`src/rtl/counter_bcd_seq_pkg.sv`:
```
// Shared types and helpers for the preloadable counter and its sequential
// binary-to-BCD converter.
package counter_pkg;

  typedef enum logic [1:0] {
    IDLE  = 2'd0,
    SHIFT = 2'd1,
    DONE  = 2'd2
  } conv_state_t;

  // Double-dabble correction: a nibble of 5..9 gets 3 added before the shift.
  function automatic logic [3:0] bcd_adj3(input logic [3:0] nibble);
    return (nibble >= 4'd5) ? nibble + 4'd3 : nibble;
  endfunction

  // 10^n for elaboration-time range checks.
  function automatic longint unsigned pow10(input int unsigned n);
    longint unsigned r;
    r = 1;
    for (int unsigned i = 0; i < n; i++) r = r * 10;
    return r;
  endfunction

endpackage

```
`src/rtl/counter_bcd_seq_conv.sv`:
```
// Sequential double-dabble converter: one shift per clock, WIDTH shifts per
// conversion, result published in a single DONE cycle so bcd never shows
// intermediate shift-register contents.
module bcd_seq_conv
  import counter_pkg::*;
#(
  parameter int unsigned WIDTH  = 8,
  parameter int unsigned DIGITS = 3
) (
  input  logic                  clk,
  input  logic                  rst,
  input  logic                  start,
  input  logic [WIDTH-1:0]      bin,
  output logic                  busy,
  output logic                  done,
  output logic [4*DIGITS-1:0]   bcd
);

  localparam int unsigned BW = 4 * DIGITS;
  localparam int unsigned SW = BW + WIDTH;
  localparam int unsigned CW = $clog2(WIDTH + 1);

  conv_state_t   state;
  logic [SW-1:0] sr;
  logic [SW-1:0] sr_adj;
  logic [CW-1:0] bit_cnt;

  // Add-3 correction on every BCD nibble of the current register value.
  always_comb begin
    sr_adj = sr;
    for (int unsigned d = 0; d < DIGITS; d++)
      sr_adj[WIDTH + 4*d +: 4] = bcd_adj3(sr[WIDTH + 4*d +: 4]);
  end

  // Converter FSM; done is high for the DONE cycle, i.e. it marks the edge
  // on which bcd is published.
  always_ff @(posedge clk) begin
    if (rst) begin
      state   <= IDLE;
      sr      <= '0;
      bit_cnt <= '0;
      busy    <= 1'b0;
      done    <= 1'b0;
      bcd     <= '0;
    end else begin
      done <= 1'b0;
      case (state)
        IDLE: begin
          if (start) begin
            sr      <= {{BW{1'b0}}, bin};
            bit_cnt <= '0;
            busy    <= 1'b1;
            state   <= SHIFT;
          end
        end
        SHIFT: begin
          sr      <= sr_adj << 1;
          bit_cnt <= bit_cnt + 1'b1;
          if (bit_cnt == CW'(WIDTH - 1)) begin
            state <= DONE;
            done  <= 1'b1;
          end
        end
        DONE: begin
          bcd   <= sr[SW-1 -: BW];
          busy  <= 1'b0;
          state <= IDLE;
        end
        default: begin
          busy  <= 1'b0;
          state <= IDLE;
        end
      endcase
    end
  end

endmodule

```
`src/rtl/counter_bcd_seq.sv`:
```
// Up/down counter with preload and wrap/saturate mode, feeding a sequential
// BCD converter that re-runs whenever the count differs from the last
// converted snapshot.
module counter_bcd_seq
  import counter_pkg::*;
#(
  parameter int unsigned WIDTH  = 8,
  parameter int unsigned DIGITS = 3
) (
  input  logic                  clk,
  input  logic                  rst,
  input  logic                  en,
  input  logic                  ld,
  input  logic                  dir,
  input  logic                  sat,
  input  logic [WIDTH-1:0]      v,
  output logic [WIDTH-1:0]      count,
  output logic                  wrap,
  output logic [4*DIGITS-1:0]   bcd,
  output logic                  busy,
  output logic                  bcd_valid
);

  localparam logic [WIDTH-1:0] MAXV = '1;

  if (!(pow10(DIGITS) > ((longint'(1) << WIDTH) - 1))) begin : g_digits_check
    $error("DIGITS too small to represent 2^WIDTH-1");
  end

  logic [WIDTH-1:0] count_nxt;
  logic             wrap_nxt;
  logic [WIDTH-1:0] snap;
  logic             first;
  logic             start_pending;
  logic             conv_busy;
  logic             conv_done;

  // Next count: preload beats enable; limits either hold or wrap.
  always_comb begin
    count_nxt = count;
    wrap_nxt  = 1'b0;
    if (ld) begin
      count_nxt = v;
    end else if (en) begin
      if (dir) begin
        if (count == MAXV) begin
          if (!sat) begin
            count_nxt = '0;
            wrap_nxt  = 1'b1;
          end
        end else begin
          count_nxt = count + 1'b1;
        end
      end else begin
        if (count == '0) begin
          if (!sat) begin
            count_nxt = MAXV;
            wrap_nxt  = 1'b1;
          end
        end else begin
          count_nxt = count - 1'b1;
        end
      end
    end
  end

  // Count and wrap pulse registers.
  always_ff @(posedge clk) begin
    if (rst) begin
      count <= '0;
      wrap  <= 1'b0;
    end else begin
      count <= count_nxt;
      wrap  <= wrap_nxt;
    end
  end

  assign start_pending = first | (count != snap);

  // Snapshot capture: mirrors the converter accepting start in IDLE.
  always_ff @(posedge clk) begin
    if (rst) begin
      snap  <= '0;
      first <= 1'b1;
    end else if (!conv_busy && start_pending) begin
      snap  <= count;
      first <= 1'b0;
    end
  end

  // bcd_valid: a count change always wins, then completion, then a new start.
  always_ff @(posedge clk) begin
    if (rst) begin
      bcd_valid <= 1'b0;
    end else if (count_nxt != count) begin
      bcd_valid <= 1'b0;
    end else if (conv_done) begin
      bcd_valid <= (snap == count);
    end else if (!conv_busy && start_pending) begin
      bcd_valid <= 1'b0;
    end
  end

  bcd_seq_conv #(
    .WIDTH  (WIDTH),
    .DIGITS (DIGITS)
  ) u_conv (
    .clk   (clk),
    .rst   (rst),
    .start (start_pending),
    .bin   (count),
    .busy  (conv_busy),
    .done  (conv_done),
    .bcd   (bcd)
  );

  assign busy = conv_busy;

endmodule

```
`config.mk`:
```
export PLATFORM = sky130hd
export DESIGN_NAME = counter_bcd_seq
export DESIGN_NICKNAME = d
export VERILOG_FILES = /design/src/rtl/counter_bcd_seq_pkg.sv /design/src/rtl/counter_bcd_seq_conv.sv /design/src/rtl/counter_bcd_seq.sv
export SDC_FILE = /design/constraint.sdc
export NUM_CORES = 1
export LEC_CHECK = 0
export BUFFER_PORTS_ARGS = -buffer_cell sky130_fd_sc_hd__buf_2
export CAP_MARGIN = 0
export CORE_ASPECT_RATIO = 2
export CORE_MARGIN = 8
export CORE_UTILIZATION = 59
export DETAILED_ROUTE_END_ITERATION = 16
export GPL_TIMING_DRIVEN = 0
export HOLD_SLACK_MARGIN = 0.15
export PLACE_DENSITY_LB_ADDON = 0.08
export SYNTH_ARGS = -nofsm -noshare
export SYNTH_HDL_FRONTEND = slang
export SYNTH_SLANG_ARGS = --single-unit
export TNS_END_PERCENT = 30
```
`constraint.sdc`:
```
create_clock -name clk -period 3.3 [get_ports clk]
set_input_delay 0.99 -clock clk [delete_from_list [all_inputs] [get_ports clk]]
set_output_delay 0.99 -clock clk [all_outputs]
set_load 0.01 [all_outputs]
```
After elaboration in Yosys (flattened, before gate mapping)
Index checks and enable logic that the tools add are counted.

operators by class
  $lt $le $gt $ge = 3
  reduce and logical (&&, ||, !) cells = 12
  bitwise logic cells = 3
  $add $sub $neg = 6
  multiplexer cells = 26
  equal/unequal tests = 9

operators with widths
  kind                 number
  $mux 8               7
  $pmux 20 s2          1
  $mux 20              1
  $ne 8x8->1           2
  $ge 4x3->1 const B   3
  $mux 4               3
  $add 4x2->4 const B  2
  $add 8x1->8 const B  1
  $eq 8x8->1           1
  $eq 8x8->1 const B   1
  $logic_not 8->1      1
  $mux 1               8
  $pmux 4 s2           1
  $sub 8x1->8 const B  1
  $reduce_and 2->1     3
  $add 4x1->4 const B  1
  $eq 4x3->1 const B   1
  $mux 2               2
  $pmux 2 s2           1
  $reduce_bool 2->1    2
  $reduce_or 2->1      2
  $add 3x2->3 const B  1
  $mux 3               1
  $reduce_or 3->1      1
  10 further kinds     11

storage, ports and cells
  input bits = 14
  word-level logic and storage cells = 70
  register bits = 59
  output and inout port bits = 23

Logic depth before layout (Yosys ltp)
Gate-level depths: netlist of run 1.

  depth after elaboration = 7
  mapped depth = 9
  gate-level depth less buffers = 8

Modules after synthesis
From an unflattened synthesis of run 1, not the netlist that was laid out.

second synthesis, totals
  cell total of the unflattened synthesis = 463
  area, all modules = 3,649.8 sq um

by module, submodules not included
  module           sequential area each (sq um)  cells an instance  times used  area each (sq um)
  bcd_seq_conv     800.8                         216                1           1,839.3
  counter_bcd_seq  380.4                         247                1           1,810.5

Least setup slack after synthesis of run 1
No wires, ideal clock.

  path kind = reg-to-reg
  from = register count[0]
  to = register bcd_valid
  library setup time = 0.086 ns
  required time = 3.214 ns
  period minus slack after synthesis = 2.524 ns
  path slack = 0.776 ns
  arrival time = 2.437 ns
  cell stages (with the launch flop) = 10
  buffers on the path = 1
  cells stage by stage = dfxtp_1 > buf_2 > inv_1 > ha_1 > or3b_2 > or3_4 > a311o_1 > a21oi_1 > o21ai_1 > a221oi_2

on the way
  longest elaborated chain between the ends = 7
  elaborated cells between the ends (all ways) = 19
  those cells by class = add/sub: 2; eq/ne: 4; mux: 8; bitwise: 1; reduce/logical: 4

ends and longest elaborated chain
  element                              line                                          source
  start: declaration                   counter_bcd_seq.sv:17                         output logic [WIDTH-1:0] count,
  start signal: assignment             counter_bcd_seq.sv:73                         count <= count_nxt;
  $sub 8x1->8 (tied with other cells)  counter_bcd_seq.sv:61                         count_nxt = count - 1'b1;
  $mux 8, on equally long branches     counter_bcd_seq.sv:55, counter_bcd_seq.sv:46
  $mux 8                               counter_bcd_seq.sv:45                         if (dir) begin
  $mux 8                               counter_bcd_seq.sv:44                         end else if (en) begin
  $mux 8                               counter_bcd_seq.sv:42                         if (ld) begin
  $ne 8x8->1                           counter_bcd_seq.sv:95                         end else if (count_nxt != count) begin
  $reduce_or 2->1 (no source line)     n/a
  end signal: assignment               counter_bcd_seq.sv:98                         bcd_valid <= (snap == count);
  end: declaration                     counter_bcd_seq.sv:21                         output logic bcd_valid

Several ways; a longest one is shown, not always the timed one.
A chain may end at the register's enable or synchronous reset.

Worst setup path in the final report of run 1
Ends and elaborated chain as after synthesis.

==> flow_summary.html, run 1 <==
<table>
<tr><th>Metric</th><th>Value</th></tr>
<tr><th colspan="2">Flow run</th></tr>
<tr><td>Number of violations of the max-capacitance limit</td><td>0</td></tr>
<tr><th colspan="2">Floorplan</th></tr>
<tr><td>Initial core utilization</td><td>60.55%</td></tr>
<tr><td>Die span in y</td><td>124.3 microns</td></tr>
<tr><td>Die outline width</td><td>70.13 microns</td></tr>
<tr><td>Ports placed on the boundary</td><td>37</td></tr>
<tr><td>Area of the die</td><td>0.008713 sq mm</td></tr>
<tr><td>Area inside the core boundary</td><td>0.005709 sq mm</td></tr>
<tr><td>Row cnt</td><td>39</td></tr>
<tr><th colspan="2">STA</th></tr>
<tr><td>Hold violation count in the final report</td><td>0</td></tr>
<tr><td>Min cycle time layout</td><td>3005 ps</td></tr>
<tr><td>Fin Setup TNS</td><td>0 ps</td></tr>
<tr><td>Fin crit share</td><td>just over 90%</td></tr>
<tr><td>Tightest Pin Transition</td><td>between 700 and 800 ps</td></tr>
<tr><td>RSZ-0062 raised after global routing</td><td>no</td></tr>
<tr><td>Final Skew</td><td>roughly 7.2 ps</td></tr>
<tr><td>Fmax</td><td>332.8 MHz</td></tr>
<tr><td>Slew HR</td><td>about half</td></tr>
<tr><td>Setup violators final</td><td>0</td></tr>
<tr><td>Pins Over Slew Limit</td><td>0</td></tr>
<tr><th colspan="2">Worst setup path</th></tr>
<tr><td>Critical Path End Type</td><td>register</td></tr>
<tr><td>Setup crit start kind</td><td>register</td></tr>
<tr><td>WP data arrival</td><td>3250 ps</td></tr>
<tr><td>Largest fanout of any net on the critical path</td><td>10</td></tr>
<tr><td>Path depth of the worst reg2reg path</td><td>9</td></tr>
<tr><td>Setup slack of the worst register-to-register path</td><td>290 ps</td></tr>
<tr><td>Worst Path Buf+Inv</td><td>2</td></tr>
<tr><td>Biggest cell delay along the critical path</td><td>550 ps</td></tr>
<tr><td>Critical Path, Cell by Cell</td><td>buf_2 &gt; inv_1 &gt; ha_1 &gt; nor3b_1 &gt; a211oi_1 &gt; or3_1 &gt; a221oi_1 &gt; o21ai_1 &gt; a221oi_2</td></tr>
<tr><td>CP required</td><td>3540 ps</td></tr>
<tr><td>Slowest cell on crit path</td><td>nor3b_1</td></tr>
<tr><td>R2r startpoint</td><td>count[0]</td></tr>
<tr><td>Category of cells accounting for the largest share of critical-path delay</td><td>simple AND/OR/NAND/NOR gates</td></tr>
<tr><td>Setup Crit Path Kind</td><td>register to register</td></tr>
<tr><td>Endpoint of the worst-slack reg-to-reg timing path</td><td>bcd_valid</td></tr>
<tr><th colspan="2">Placed design</th></tr>
<tr><td>GPL Wtd Cong</td><td>between 0.9 and 1</td></tr>
<tr><td>Final HPWL from detailed placement</td><td>8787 microns</td></tr>
<tr><td>Count of port buffers added during placement</td><td>35</td></tr>
<tr><th colspan="2">Routing</th></tr>
<tr><td>Drt pass-1 iters</td><td>7</td></tr>
<tr><td>Detailed router's first-iteration violation count</td><td>270</td></tr>
<tr><td>Detailed-route via count</td><td>~3,600</td></tr>
<tr><td>Number of remaining DRC errors</td><td>0</td></tr>
<tr><td>Remaining antenna violation count after routing</td><td>0</td></tr>
<tr><td>Overall routed net length</td><td>around 12,000 microns</td></tr>
<tr><td>Average routed wire per standard cell</td><td>approximately 21 microns</td></tr>
<tr><td>Via density</td><td>6.505</td></tr>
<tr><th colspan="2">CTS</th></tr>
<tr><td># resized after CTS</td><td>0</td></tr>
<tr><td>H-tree Lvls</td><td>3</td></tr>
<tr><td>Total number of clock tree sinks</td><td>59</td></tr>
<tr><td>Max Buffers Root-to-Sink</td><td>2</td></tr>
<tr><td>Clock-pin slew of the registers on the worst-case setup and hold paths</td><td>around 50 ps</td></tr>
<tr><td>Setup fix buffers added after clock tree synthesis</td><td>0</td></tr>
<tr><td>Number of clock buffers inserted by TritonCTS</td><td>9</td></tr>
<tr><td>CTS Hold Bufs</td><td>0</td></tr>
<tr><td>Root buffer cell</td><td>clkbuf_16</td></tr>
<tr><td>CTS tree</td><td>built</td></tr>
<tr><td>Clock latency on the worst-skew pair</td><td>about 330 ps</td></tr>
<tr><th colspan="2">Final layout</th></tr>
<tr><td>Area of the multi-input gates</td><td>about 0.0020 sq mm</td></tr>
<tr><td>Filler Cell Count</td><td>472</td></tr>
<tr><td>Ant diodes</td><td>0</td></tr>
<tr><td>NumNets Final</td><td>510</td></tr>
<tr><td>Ratio of cells with drive above 1 in the final layout</td><td>13.50%</td></tr>
<tr><td>Combined flip-flop and latch cell area</td><td>0.001181 sq mm</td></tr>
<tr><td>P&amp;R area growth vs syn</td><td>15.06%</td></tr>
<tr><th colspan="2">Worst hold path</th></tr>
<tr><td>Hold Path Stages</td><td>2</td></tr>
<tr><td>Hold path endpoint</td><td>u_conv.bcd[10]</td></tr>
<tr><td>Type of the worst min-delay path</td><td>register to register</td></tr>
<tr><td>Min-Delay Startpoint</td><td>u_conv.bcd[10]</td></tr>
<tr><th colspan="2">Run status</th></tr>
<tr><td>Result of the run</td><td>complete, no violations</td></tr>
<tr><th colspan="2">Power and ir drop</th></tr>
<tr><td>Largest vdd supply drop</td><td>0.4737 mV</td></tr>
<tr><td>Part of the total power dissipated in combinational logic</td><td>approximately 17%</td></tr>
<tr><td>Cell Pwr Density</td><td>roughly 500 mW/mm^2</td></tr>
<tr><td>Sw Ratio</td><td>roughly 28%</td></tr>
<tr><td>Leakage</td><td>roughly 1.5 nW</td></tr>
<tr><td>Register share of total power</td><td>39.0%</td></tr>
<tr><td>Clock Power Share</td><td>43.9%</td></tr>
<tr><td>Power dissipated by switching net loads</td><td>0.0005539 W</td></tr>
<tr><td>Internal cell power</td><td>0.001398 W</td></tr>
<tr><td>PnR Total Power</td><td>roughly 0.0020 W</td></tr>
<tr><th colspan="2">Synthesis</th></tr>
<tr><td>Synth Register Bits</td><td>59</td></tr>
<tr><td>EDFF count, synth</td><td>0</td></tr>
<tr><td>Mean Syn Cell Area</td><td>7.857 sq um</td></tr>
<tr><td>Area leader, netlist</td><td>dfxtp_1</td></tr>
<tr><td>Sequential area share after synthesis</td><td>34.17%</td></tr>
<tr><td>Most used flip-flop cell after synthesis</td><td>dfxtp_1</td></tr>
<tr><td>Post-Syn Instances</td><td>440</td></tr>
<tr><td>Fraction of post-synthesis cell area in the top cell type by area</td><td>34.17%</td></tr>
<tr><td>Distinct cell type count of the synthesized netlist</td><td>60</td></tr>
<tr><td>Cells taking the most area after synthesis</td><td>dfxtp_1 34%, a21oi_1 7.1%, nand2_1 5.5%</td></tr>
<tr><td>Synth Net Count</td><td>464</td></tr>
<tr><td>Post-synth ARST share</td><td>0%</td></tr>
<tr><td>Total of warnings raised by yosys</td><td>0</td></tr>
<tr><td>Area of the mapped netlist</td><td>0.003457 sq mm</td></tr>
<tr><th colspan="2">GRT</th></tr>
<tr><td>Global-route wire length before repair</td><td>18,190 microns</td></tr>
<tr><td>Global-route usage over all layers</td><td>26.30%</td></tr>
<tr><td>Maximum number of pins on one net before global-route repair</td><td>11</td></tr>
<tr><td>Number of global-route vias before repair</td><td>around 3,600</td></tr>
<tr><td>Initial antenna violation count</td><td>0</td></tr>
<tr><td>Remaining Overflow, GRT</td><td>0</td></tr>
</table>
-- placed cells by master, fill, tap and decap left out, types with 9 or more instances in the layout --
master	synthesis	routed
o21ai_0	19	19
nor3_1	12	12
nand4_1	9	9
nand2_1	51	51
nor2_1	32	32
xnor2_1	19	19
inv_1	24	24
clkbuf_16	0	9
a21oi_1	49	49
clkbuf_1	26	27
buf_2	1	36
dfxtp_1	59	59
ha_1	10	10
-- registers in the layout (all words and copies together), names as in the netlist, 2 cells and up --
signal / flops
count: 8
snap: 8
u_conv.bcd: 12
u_conv.bit_cnt: 4
u_conv.sr: 20
u_conv.state: 2
-- worst reg2reg max path, stage by stage, from the launching register on --
cell and delay [ps]:
dfxtp_1 350, buf_2 210, inv_1 210, ha_1 230
nor3b_1 550, a211oi_1 190, or3_1 420, a221oi_1 360
o21ai_1 140, a221oi_2 250
-- worst max path at each step --
stage,start,end,slack (ps),depth (start not counted)
finish,count[0],bcd_valid,290,9
global route,count[0],bcd_valid,160,9
CTS,count[0],bcd_valid,380,9
detailed placement,dir,bcd_valid,360,7
global placement,dir,bcd_valid,300,7
floorplan,count[0],bcd_valid,780,9
-- routing by layer --
layer / track usage [%] / share of wire [%] / up-vias
met5: 0 / 0 / -
met4: 18.93 / 5.8 / 0
met3: 5.104 / 3.7 / 46
met1: 22.69 / 33 / 1713
met2: 50.41 / 57 / 132
li1: - / - / 1687
-- synth_stat cells, drive strengths merged (3+ instances only) --
cell type / number
a221oi: 4
a21o: 4
mux2i: 6
nor2b: 4
nand3: 5
o211a: 3
o221a: 5
dfxtp: 59
nand2b: 5
a311oi: 3
xnor2: 19
clkbuf: 26
and3: 5
nand4: 9
a311o: 3
nor2: 32
nand2: 51
a211oi: 7
a21oi: 49
a22o: 4
buf: 10
or2: 3
inv: 24
or3: 4
o21ai: 20
o32ai: 5
and4: 4
a31oi: 5
ha: 10
nor4: 5
o211ai: 6
nor3: 12
-- cell families (layout without fill, tap and decap cells) --
group                      after synthesis  in the layout  share of synthesized area (%)
and+or+nand+nor                        146            146                          20.85
buffers and inverters                   60            109                          6.877
adders and majority gates               10             10                          3.619
AOI/OAI and AO/OA                      137            137                          27.04
DFF                                     59             59                          34.17
muxes                                    8              8                          2.389
xor gates and xnor gates                20             20                          5.067
-- final cells by class --
cell class	count	area share, %
multi-input cells	321	51.24
plain buffers	36	3.712
clock buffers	12	6.449
flip-flops and latches	59	29.69
repair buffers	35	4.404
inverters	24	2.265
well taps	61	1.919
clock inverters	2	0.3146
-- stage by stage --
step | cell area, sq um | utilization, % | hold slack (ps) | worst slack [ps] | cells
finish | 3978 | 69.67 | 448.5 | 294.9 | 550
global route | 3978 | 69.67 | 468.6 | 155.4 | 550
CTS | 3978 | 69.67 | 451.5 | 384.4 | 550
detailed placement | 3709 | 64.96 | 444.8 | 361.4 | 536
global placement | 3709 | 64.96 | 441.2 | 300.2 | 536
floorplan | 3457 | - | 445.1 | 776.3 | 440
-- power by group through the flow --
stage | clock network (W) | registers, W | logic [W]
6_report | 0.000856 | 0.000762 | 0.000334
5_1_grt | 0.000884 | 0.000764 | 0.000357
3_3_place_gp | 0 | 0.000774 | 0.000322
2_1_floorplan | 0 | 0.000774 | 0.000223
4_1_cts | 0.000856 | 0.000761 | 0.000327
3_5_place_dp | 0 | 0.000775 | 0.000325
Power figures use the tool's default switching activity.
==> run 2: changes to the inputs <==
--- a/config.mk
+++ b/config.mk
@@ -7,13 +7,13 @@
 export LEC_CHECK = 0
 export BUFFER_PORTS_ARGS = -buffer_cell sky130_fd_sc_hd__buf_2
 export CAP_MARGIN = 0
-export CORE_ASPECT_RATIO = 2
 export CORE_MARGIN = 8
 export CORE_UTILIZATION = 59
 export DETAILED_ROUTE_END_ITERATION = 16
 export GPL_TIMING_DRIVEN = 0
 export HOLD_SLACK_MARGIN = 0.15
 export PLACE_DENSITY_LB_ADDON = 0.08
+export SETUP_SLACK_MARGIN = 0.2
 export SYNTH_ARGS = -nofsm -noshare
 export SYNTH_HDL_FRONTEND = slang
 export SYNTH_SLANG_ARGS = --single-unit
==> run 2 against run 1 <==
  * Routed wire length shrank 9.6%
  * Die area decreased by 1.7%
  * Global-route usage fell by 1.2 points
  * Sequential share of layout area is 0.17 points higher
  * Flip-flop and latch count stayed put
  * Critical endpoint is now count[5]
  * Register-to-register slack better by 80 ps
==> flow_summary.html, run 2 (synthesis gave the netlist of run 1 again) <==
<table>
<tr><th>Metric</th><th>Value</th></tr>
<tr><th colspan="2">Power and ir drop</th></tr>
<tr><td>Sw Ratio</td><td>around 30%</td></tr>
<tr><td>Part of the total power dissipated in combinational logic</td><td>around 18%</td></tr>
<tr><td>Clock Power Share</td><td>40.9%</td></tr>
<tr><td>Leakage</td><td>1.487 nW</td></tr>
<tr><td>Power dissipated by switching net loads</td><td>0.0005517 W</td></tr>
<tr><td>Internal cell power</td><td>0.001288 W</td></tr>
<tr><td>Cell Pwr Density</td><td>465.3 mW/mm^2</td></tr>
<tr><td>Register share of total power</td><td>41.3%</td></tr>
<tr><td>Largest vdd supply drop</td><td>about 0.45 mV</td></tr>
<tr><th colspan="2">Final layout</th></tr>
<tr><td>NumNets Final</td><td>510</td></tr>
<tr><td>Ant diodes</td><td>0</td></tr>
<tr><td>Flip-flop count of the largest register after layout</td><td>20</td></tr>
<tr><td>Ratio of cells with drive above 1 in the final layout</td><td>14.26%</td></tr>
<tr><td>P&amp;R area growth vs syn</td><td>14.40%</td></tr>
<tr><td>Fin util</td><td>between 60% and 70%</td></tr>
<tr><td>Register bank with the most flops</td><td>u_conv.sr</td></tr>
<tr><td>Filler Cell Count</td><td>around 500</td></tr>
<tr><td>Most common cell after layout, fill and taps aside</td><td>dfxtp_1</td></tr>
<tr><td>Registers with the highest flip-flop counts</td><td>u_conv.sr x20, u_conv.bcd x12</td></tr>
<tr><td>Most frequent cells in the layout</td><td>59 x dfxtp_1, 51 x nand2_1, 49 x a21oi_1</td></tr>
<tr><th colspan="2">CTS</th></tr>
<tr><td>Max Buffers Root-to-Sink</td><td>2</td></tr>
<tr><td>Root buffer cell</td><td>clkbuf_8</td></tr>
<tr><td>CTS Hold Bufs</td><td>0</td></tr>
<tr><td>CTS tree</td><td>built</td></tr>
<tr><td>Clock latency on the worst-skew pair</td><td>about 340 ps</td></tr>
<tr><td>Clock-pin slew of the registers on the worst-case setup and hold paths</td><td>80 ps</td></tr>
<tr><td>H-tree Lvls</td><td>3</td></tr>
<tr><td>Total number of clock tree sinks</td><td>59</td></tr>
<tr><td>Number of clock buffers inserted by TritonCTS</td><td>9</td></tr>
<tr><th colspan="2">Routing</th></tr>
<tr><td>Average routed wire per standard cell</td><td>18.73 microns</td></tr>
<tr><td>Drt pass-1 iters</td><td>6</td></tr>
<tr><td>Via density</td><td>around 6.3</td></tr>
<tr><td>Detailed-route via count</td><td>3,589</td></tr>
<tr><td>Overall routed net length</td><td>between 10,000 and 15,000 microns</td></tr>
<tr><td>Detailed router's first-iteration violation count</td><td>407</td></tr>
<tr><td>Number of remaining DRC errors</td><td>0</td></tr>
<tr><td>Remaining antenna violation count after routing</td><td>0</td></tr>
<tr><th colspan="2">Worst setup path</th></tr>
<tr><td>Largest fanout of any net on the critical path</td><td>10</td></tr>
<tr><td>Setup crit start kind</td><td>register</td></tr>
<tr><td>Setup Crit Path Kind</td><td>register to register</td></tr>
<tr><td>Critical Path, Cell by Cell</td><td>buf_2 &gt; inv_1 &gt; ha_1 &gt; or3b_2 &gt; or3_4 &gt; a311o_1 &gt; a311oi_1 &gt; a21oi_1 &gt; nor2_1</td></tr>
<tr><td>Slowest cell on crit path</td><td>or3b_2</td></tr>
<tr><td>Critical Path End Type</td><td>register</td></tr>
<tr><td>WP data arrival</td><td>3190 ps</td></tr>
<tr><td>Biggest cell delay along the critical path</td><td>490 ps</td></tr>
<tr><td>CP required</td><td>roughly 3600 ps</td></tr>
<tr><th colspan="2">STA</th></tr>
<tr><td>Post-route worst setup slack</td><td>379.5 ps</td></tr>
<tr><td>Pins Over Slew Limit</td><td>0</td></tr>
<tr><td>Fmax</td><td>342.4 MHz</td></tr>
<tr><td>Fin Setup TNS</td><td>0 ps</td></tr>
<tr><td>Tightest Pin Transition</td><td>704.3 ps</td></tr>
<tr><td>Hold violation count in the final report</td><td>0</td></tr>
<tr><td>RSZ-0062 raised after global routing</td><td>no</td></tr>
<tr><td>Setup violators final</td><td>0</td></tr>
<tr><td>Final Skew</td><td>roughly 9.7 ps</td></tr>
<tr><td>Slew HR</td><td>between 50% and 60%</td></tr>
<tr><td>Min cycle time layout</td><td>2920 ps</td></tr>
<tr><td>Fin crit share</td><td>around 88%</td></tr>
<tr><th colspan="2">Floorplan</th></tr>
<tr><td>Area inside the core boundary</td><td>around 0.0058 sq mm</td></tr>
<tr><td>Ports placed on the boundary</td><td>37</td></tr>
<tr><td>Initial core utilization</td><td>59.81%</td></tr>
<tr><td>Row cnt</td><td>28</td></tr>
<tr><td>Die span in y</td><td>92.55 microns</td></tr>
<tr><td>Die outline width</td><td>92.55 microns</td></tr>
<tr><td>Area of the die</td><td>0.008565 sq mm</td></tr>
<tr><th colspan="2">Placed design</th></tr>
<tr><td>GPL Wtd Cong</td><td>0.9951</td></tr>
<tr><td>Count of port buffers added during placement</td><td>35</td></tr>
<tr><td>Worst setup slack after placement</td><td>about 340 ps</td></tr>
<tr><td>Final HPWL from detailed placement</td><td>7652 microns</td></tr>
<tr><th colspan="2">GRT</th></tr>
<tr><td>Maximum number of pins on one net before global-route repair</td><td>13</td></tr>
<tr><td>Global-route usage over all layers</td><td>25.06%</td></tr>
<tr><td>Number of global-route vias before repair</td><td>3,423</td></tr>
<tr><td>Remaining Overflow, GRT</td><td>0</td></tr>
<tr><td>Global-route wire length before repair</td><td>17,160 microns</td></tr>
<tr><td>Initial antenna violation count</td><td>0</td></tr>
<tr><th colspan="2">Run status</th></tr>
<tr><td>Result of the run</td><td>complete, no violations</td></tr>
<tr><th colspan="2">Flow run</th></tr>
<tr><td>Number of violations of the max-capacitance limit</td><td>0</td></tr>
<tr><th colspan="2">Worst hold path</th></tr>
<tr><td>Type of the worst min-delay path</td><td>register to register</td></tr>
</table>
run 2: changes by cell type in the layout (fill, tap and decap cells not counted), sizes merged:
cell | before | now
bufinv | 0 | 2
clkbuf | 38 | 35
clkinv | 1 | 4
clkinvlp | 1 | 0
inv | 24 | 25
run 2: critical path: cells and delay by family (launching register included):
kind / cells / cell delay (ps)
and+or+nand+nor: 3 / 940
AOI/OAI and AO/OA: 3 / 830
buffers and inverters: 2 / 470
DFF: 1 / 370
adders and majority gates: 1 / 240
run 2: timing repair:
action / 4_1_cts / 5_1_grt
setup endpoints to repair: 0 / 1
setup buffers: 0 / 0
hold endpoints to repair: 0 / 0
gates resized for setup: 0 / 1
run 2: power by group through the flow:
stage,combinational (W),sequential (W),clock [W]
after floorplan,0.000223,0.000774,0
after global placement,0.000313,0.000774,0
after detailed placement,0.000317,0.000776,0
after CTS,0.000319,0.000759,0.000757
after global routing,0.000355,0.000762,0.000788
final,0.000327,0.000760,0.000753
run 2: worst paths after layout:
| path | from | to | slack, ps | cells past startpoint |
|---|---|---|---|---|
| max | count[0] | count[5] | 380 | 9 |
| min | u_conv.bcd[5] | u_conv.bcd[5] | 450 | 2 |
| max reg2reg | count[0] | count[5] | 380 | 9 |
| min reg2reg | u_conv.bcd[5] | u_conv.bcd[5] | 450 | 2 |
run 2: metrics by stage:
stage	std cells	total power, W	area (sq um)	hold slack (ps)
floorplan	440	0.0009961	3457	445.1
finish	566	0.001840	3955	454.8
CTS	566	0.001835	3950	454.1
global route	566	0.001905	3955	477.9
global placement	550	0.001087	3726	439.6
detailed placement	550	0.001092	3726	443.3
run 2: routing by layer:
metal | track usage (%) | part of all wire [%] | up-vias
met5 | 0 | 0 | -
met4 | 8.993 | 2.2 | 0
met1 | 33.91 | 45 | 1674
met3 | 5.583 | 9.6 | 22
li1 | - | - | 1693
met2 | 38.14 | 44 | 200
run 2: layout make-up:
cell class	count	area [sq um]	area share, %
Multi-Input combinational cell	321	2043	51.66
Sequential cell	59	1181	29.86
Timing Repair Buffer	35	175.2	4.429
Buffer	36	147.6	3.733
Clock buffer	9	123.9	3.132
Clock inverter	7	100.1	2.531
Tap cell	75	93.84	2.373
Inverter	24	90.09	2.278
==> run 3: changes to the inputs <==
--- a/config.mk
+++ b/config.mk
@@ -8,7 +8,7 @@
 export BUFFER_PORTS_ARGS = -buffer_cell sky130_fd_sc_hd__buf_2
 export CAP_MARGIN = 0
 export CORE_MARGIN = 8
-export CORE_UTILIZATION = 59
+export CORE_UTILIZATION = 60
 export DETAILED_ROUTE_END_ITERATION = 16
 export GPL_TIMING_DRIVEN = 0
 export HOLD_SLACK_MARGIN = 0.15
==> constraint.sdc (replaced) <==
create_clock -name clk -period 3.5 [get_ports clk]
set_input_delay 1.05 -clock clk [delete_from_list [all_inputs] [get_ports clk]]
set_output_delay 1.05 -clock clk [all_outputs]
set_load 0.01 [all_outputs]
==> run 3 against run 2 <==
  * Power is 6.0% lower
  * Clock power decreased by 5.7%
  * Non-clock buffer count unchanged
  * Flip-flop and latch count stayed put
  * Sequential power decreased by 5.8%
  * Utilization increased by 2.8 points
  * Global-route usage fell by 1.3 points
  * Worst setup slack improved by 64 ps
  * Critical path type unchanged
  * Highest routed layer unchanged
==> flow_summary.html, run 3 (synthesis gave the netlist of run 1 again) <==
<table>
<tr><th>Metric</th><th>Value</th></tr>
<tr><th colspan="2">Run status</th></tr>
<tr><td>Result of the run</td><td>complete, no violations</td></tr>
<tr><th colspan="2">CTS</th></tr>
<tr><td>H-tree Lvls</td><td>3</td></tr>
<tr><td>Total number of clock tree sinks</td><td>between 50 and 60</td></tr>
<tr><td>Number of clock buffers inserted by TritonCTS</td><td>9</td></tr>
<tr><td>Setup fix buffers added after clock tree synthesis</td><td>0</td></tr>
<tr><td>CTS Hold Bufs</td><td>0</td></tr>
<tr><td># resized after CTS</td><td>0</td></tr>
<tr><td>Root buffer cell</td><td>clkbuf_8</td></tr>
<tr><td>Clock latency on the worst-skew pair</td><td>360 ps</td></tr>
<tr><td>Clock-pin slew of the registers on the worst-case setup and hold paths</td><td>80 ps</td></tr>
<tr><td>CTS tree</td><td>built</td></tr>
<tr><td>Max Buffers Root-to-Sink</td><td>2</td></tr>
<tr><th colspan="2">GRT</th></tr>
<tr><td>Global-route wire length before repair</td><td>around 16,000 microns</td></tr>
<tr><td>Met3 Resource Use GR</td><td>5.542%</td></tr>
<tr><td>Most used routing layer</td><td>met2</td></tr>
<tr><td>Global-route usage over all layers</td><td>23.75%</td></tr>
<tr><td>Met1 routing resource usage after global routing</td><td>between 30% and 40%</td></tr>
<tr><td>Number of global-route vias before repair</td><td>3,316</td></tr>
<tr><td>Remaining Overflow, GRT</td><td>0</td></tr>
<tr><td>GRT met2 Usage</td><td>36.00%</td></tr>
<tr><td>Initial antenna violation count</td><td>0</td></tr>
<tr><td>Maximum number of pins on one net before global-route repair</td><td>13</td></tr>
<tr><th colspan="2">Placed design</th></tr>
<tr><td>Placed instance area</td><td>0.003722 sq mm</td></tr>
<tr><td>Final HPWL from detailed placement</td><td>about 7000 microns</td></tr>
<tr><td>GPL Wtd Cong</td><td>0.9387</td></tr>
<tr><td>Count of port buffers added during placement</td><td>35</td></tr>
<tr><th colspan="2">Routing</th></tr>
<tr><td>Detailed-route via count</td><td>approximately 3,600</td></tr>
<tr><td>Overall routed net length</td><td>9992 microns</td></tr>
<tr><td>Detailed router's first-iteration violation count</td><td>382</td></tr>
<tr><td>Average routed wire per standard cell</td><td>about 18 microns</td></tr>
<tr><td>Number of remaining DRC errors</td><td>0</td></tr>
<tr><td>Drt pass-1 iters</td><td>6</td></tr>
<tr><td>Via density</td><td>6.368</td></tr>
<tr><td>Remaining antenna violation count after routing</td><td>0</td></tr>
<tr><th colspan="2">STA</th></tr>
<tr><td>Tightest Pin Transition</td><td>682.9 ps</td></tr>
<tr><td>Final Skew</td><td>10.99 ps</td></tr>
<tr><td>Hold violation count in the final report</td><td>0</td></tr>
<tr><td>RSZ-0062 raised after global routing</td><td>no</td></tr>
<tr><td>Pins Over Slew Limit</td><td>0</td></tr>
<tr><td>Slew HR</td><td>54.05%</td></tr>
<tr><td>Fin crit share</td><td>between 80% and 90%</td></tr>
<tr><td>Min cycle time layout</td><td>3057 ps</td></tr>
<tr><td>Setup violators final</td><td>0</td></tr>
<tr><td>Fin Setup TNS</td><td>0 ps</td></tr>
<tr><td>Fmax</td><td>327.1 MHz</td></tr>
<tr><th colspan="2">Power and ir drop</th></tr>
<tr><td>Cell Pwr Density</td><td>438.5 mW/mm^2</td></tr>
<tr><td>Register share of total power</td><td>between 40% and 50%</td></tr>
<tr><td>Leakage</td><td>1.485 nW</td></tr>
<tr><td>Internal cell power</td><td>0.001215 W</td></tr>
<tr><td>Largest vdd supply drop</td><td>0.3877 mV</td></tr>
<tr><td>Sw Ratio</td><td>between 20 and 30%</td></tr>
<tr><td>Power dissipated by switching net loads</td><td>0.0005156 W</td></tr>
<tr><td>Part of the total power dissipated in combinational logic</td><td>17.6%</td></tr>
<tr><td>Clock Power Share</td><td>between 40% and 50%</td></tr>
<tr><th colspan="2">Floorplan</th></tr>
<tr><td>Die span in y</td><td>91.91 microns</td></tr>
<tr><td>Area inside the core boundary</td><td>0.005540 sq mm</td></tr>
<tr><td>Area of the die</td><td>0.008447 sq mm</td></tr>
<tr><td>Ports placed on the boundary</td><td>37</td></tr>
<tr><td>Initial core utilization</td><td>62.40%</td></tr>
<tr><td>Row cnt</td><td>27</td></tr>
<tr><td>Die outline width</td><td>91.91 microns</td></tr>
<tr><th colspan="2">Final layout</th></tr>
<tr><td>Registers with the highest flip-flop counts</td><td>u_conv.sr x20, u_conv.bcd x12</td></tr>
<tr><td>Filler Cell Count</td><td>469</td></tr>
<tr><td>Flip-flop count of the largest register after layout</td><td>20</td></tr>
<tr><td>NumNets Final</td><td>510</td></tr>
<tr><td>Ant diodes</td><td>0</td></tr>
<tr><td>Ratio of cells with drive above 1 in the final layout</td><td>around 14%</td></tr>
<tr><td>P&amp;R area growth vs syn</td><td>14.15%</td></tr>
<tr><td>Area of all placed cells without fillers</td><td>a little under 0.004 sq mm</td></tr>
<tr><td>Register bank with the most flops</td><td>u_conv.sr</td></tr>
<tr><td>Fin util</td><td>71.23%</td></tr>
<tr><td>Most frequent cells in the layout</td><td>59 x dfxtp_1, 51 x nand2_1, 49 x a21oi_1</td></tr>
<tr><td>Most common cell after layout, fill and taps aside</td><td>dfxtp_1</td></tr>
<tr><th colspan="2">Worst setup path</th></tr>
<tr><td>R2r startpoint</td><td>count[1]</td></tr>
<tr><td>Setup Crit Path Kind</td><td>register to register</td></tr>
<tr><td>WP data arrival</td><td>between 3000 and 4000 ps</td></tr>
<tr><td>Setup slack of the worst register-to-register path</td><td>440 ps</td></tr>
<tr><td>Largest fanout of any net on the critical path</td><td>10</td></tr>
<tr><td>Critical Path End Type</td><td>register</td></tr>
<tr><td>Path depth of the worst reg2reg path</td><td>9</td></tr>
<tr><td>CP required</td><td>between 3000 and 4000 ps</td></tr>
<tr><td>Endpoint of the worst-slack reg-to-reg timing path</td><td>bcd_valid</td></tr>
<tr><td>Setup crit start kind</td><td>register</td></tr>
<tr><th colspan="2">Flow run</th></tr>
<tr><td>Number of violations of the max-capacitance limit</td><td>0</td></tr>
<tr><th colspan="2">Worst hold path</th></tr>
<tr><td>Hold path endpoint</td><td>u_conv.bcd[7]</td></tr>
<tr><td>Type of the worst min-delay path</td><td>register to register</td></tr>
<tr><td>Min-Delay Startpoint</td><td>u_conv.bcd[7]</td></tr>
<tr><td>Hold Path Stages</td><td>2</td></tr>
</table>
-- run 3: layer usage --
metal  share of wire (%)  wire (microns)
met1                  45            4478
met2                  45            4542
met5                   0               0
met3                 8.0             797
met4                 1.7             174
-- run 3: cell type report --
cell class	instances	area [sq um]	share of cell area, %
Tap cell	72	90.09	2.283
Timing Repair Buffer	35	175.2	4.439
Clock buffer	9	123.9	3.139
Sequential cell	59	1181	29.93
Buffer	36	147.6	3.741
Inverter	24	90.09	2.283
Clock inverter	7	100.1	2.536
Multi-Input combinational cell	321	2038	51.65
-- run 3: power by group through the flow --
stage               Combinational (W)  Sequential [W]  Clock [W]
global placement             0.000288        0.000729          0
global route                 0.000329        0.000718   0.000746
detailed placement           0.000292        0.000730          0
finish                       0.000304        0.000716   0.000710
CTS                          0.000295        0.000715   0.000715
floorplan                    0.000210        0.000729          0
-- run 3: how the worst max path moves through the flow --
stage             start   endpoint  slack (ps)  cells after the start
2_1_floorplan  count[0]  bcd_valid         980                      9
3_3_place_gp   count[1]  bcd_valid         530                      9
3_5_place_dp   count[1]  bcd_valid         570                      9
4_1_cts        count[1]  bcd_valid         510                      9
5_1_grt        count[1]  bcd_valid         260                      9
6_report       count[1]  bcd_valid         440                      9
-- run 3: stage by stage --
stage	hold WS, ps	power [W]	instances	setup WS [ps]
CTS	453.8	0.001725	563	509.6
detailed placement	443.0	0.001022	547	566.5
global route	473.7	0.001794	563	260.1
floorplan	445.1	0.0009392	440	976.3
global placement	438.1	0.001017	547	529.7
finish	452.1	0.001731	563	443.3
-- run 3: worst max-delay path, cell delays in order, from the launching register on --
cell,delay [ps]
dfxtp_1,390
buf_1,310
inv_1,160
ha_1,220
nor3b_1,510
a211oi_1,170
or3_1,410
a221oi_1,340
o21ai_1,200
a221oi_2,260
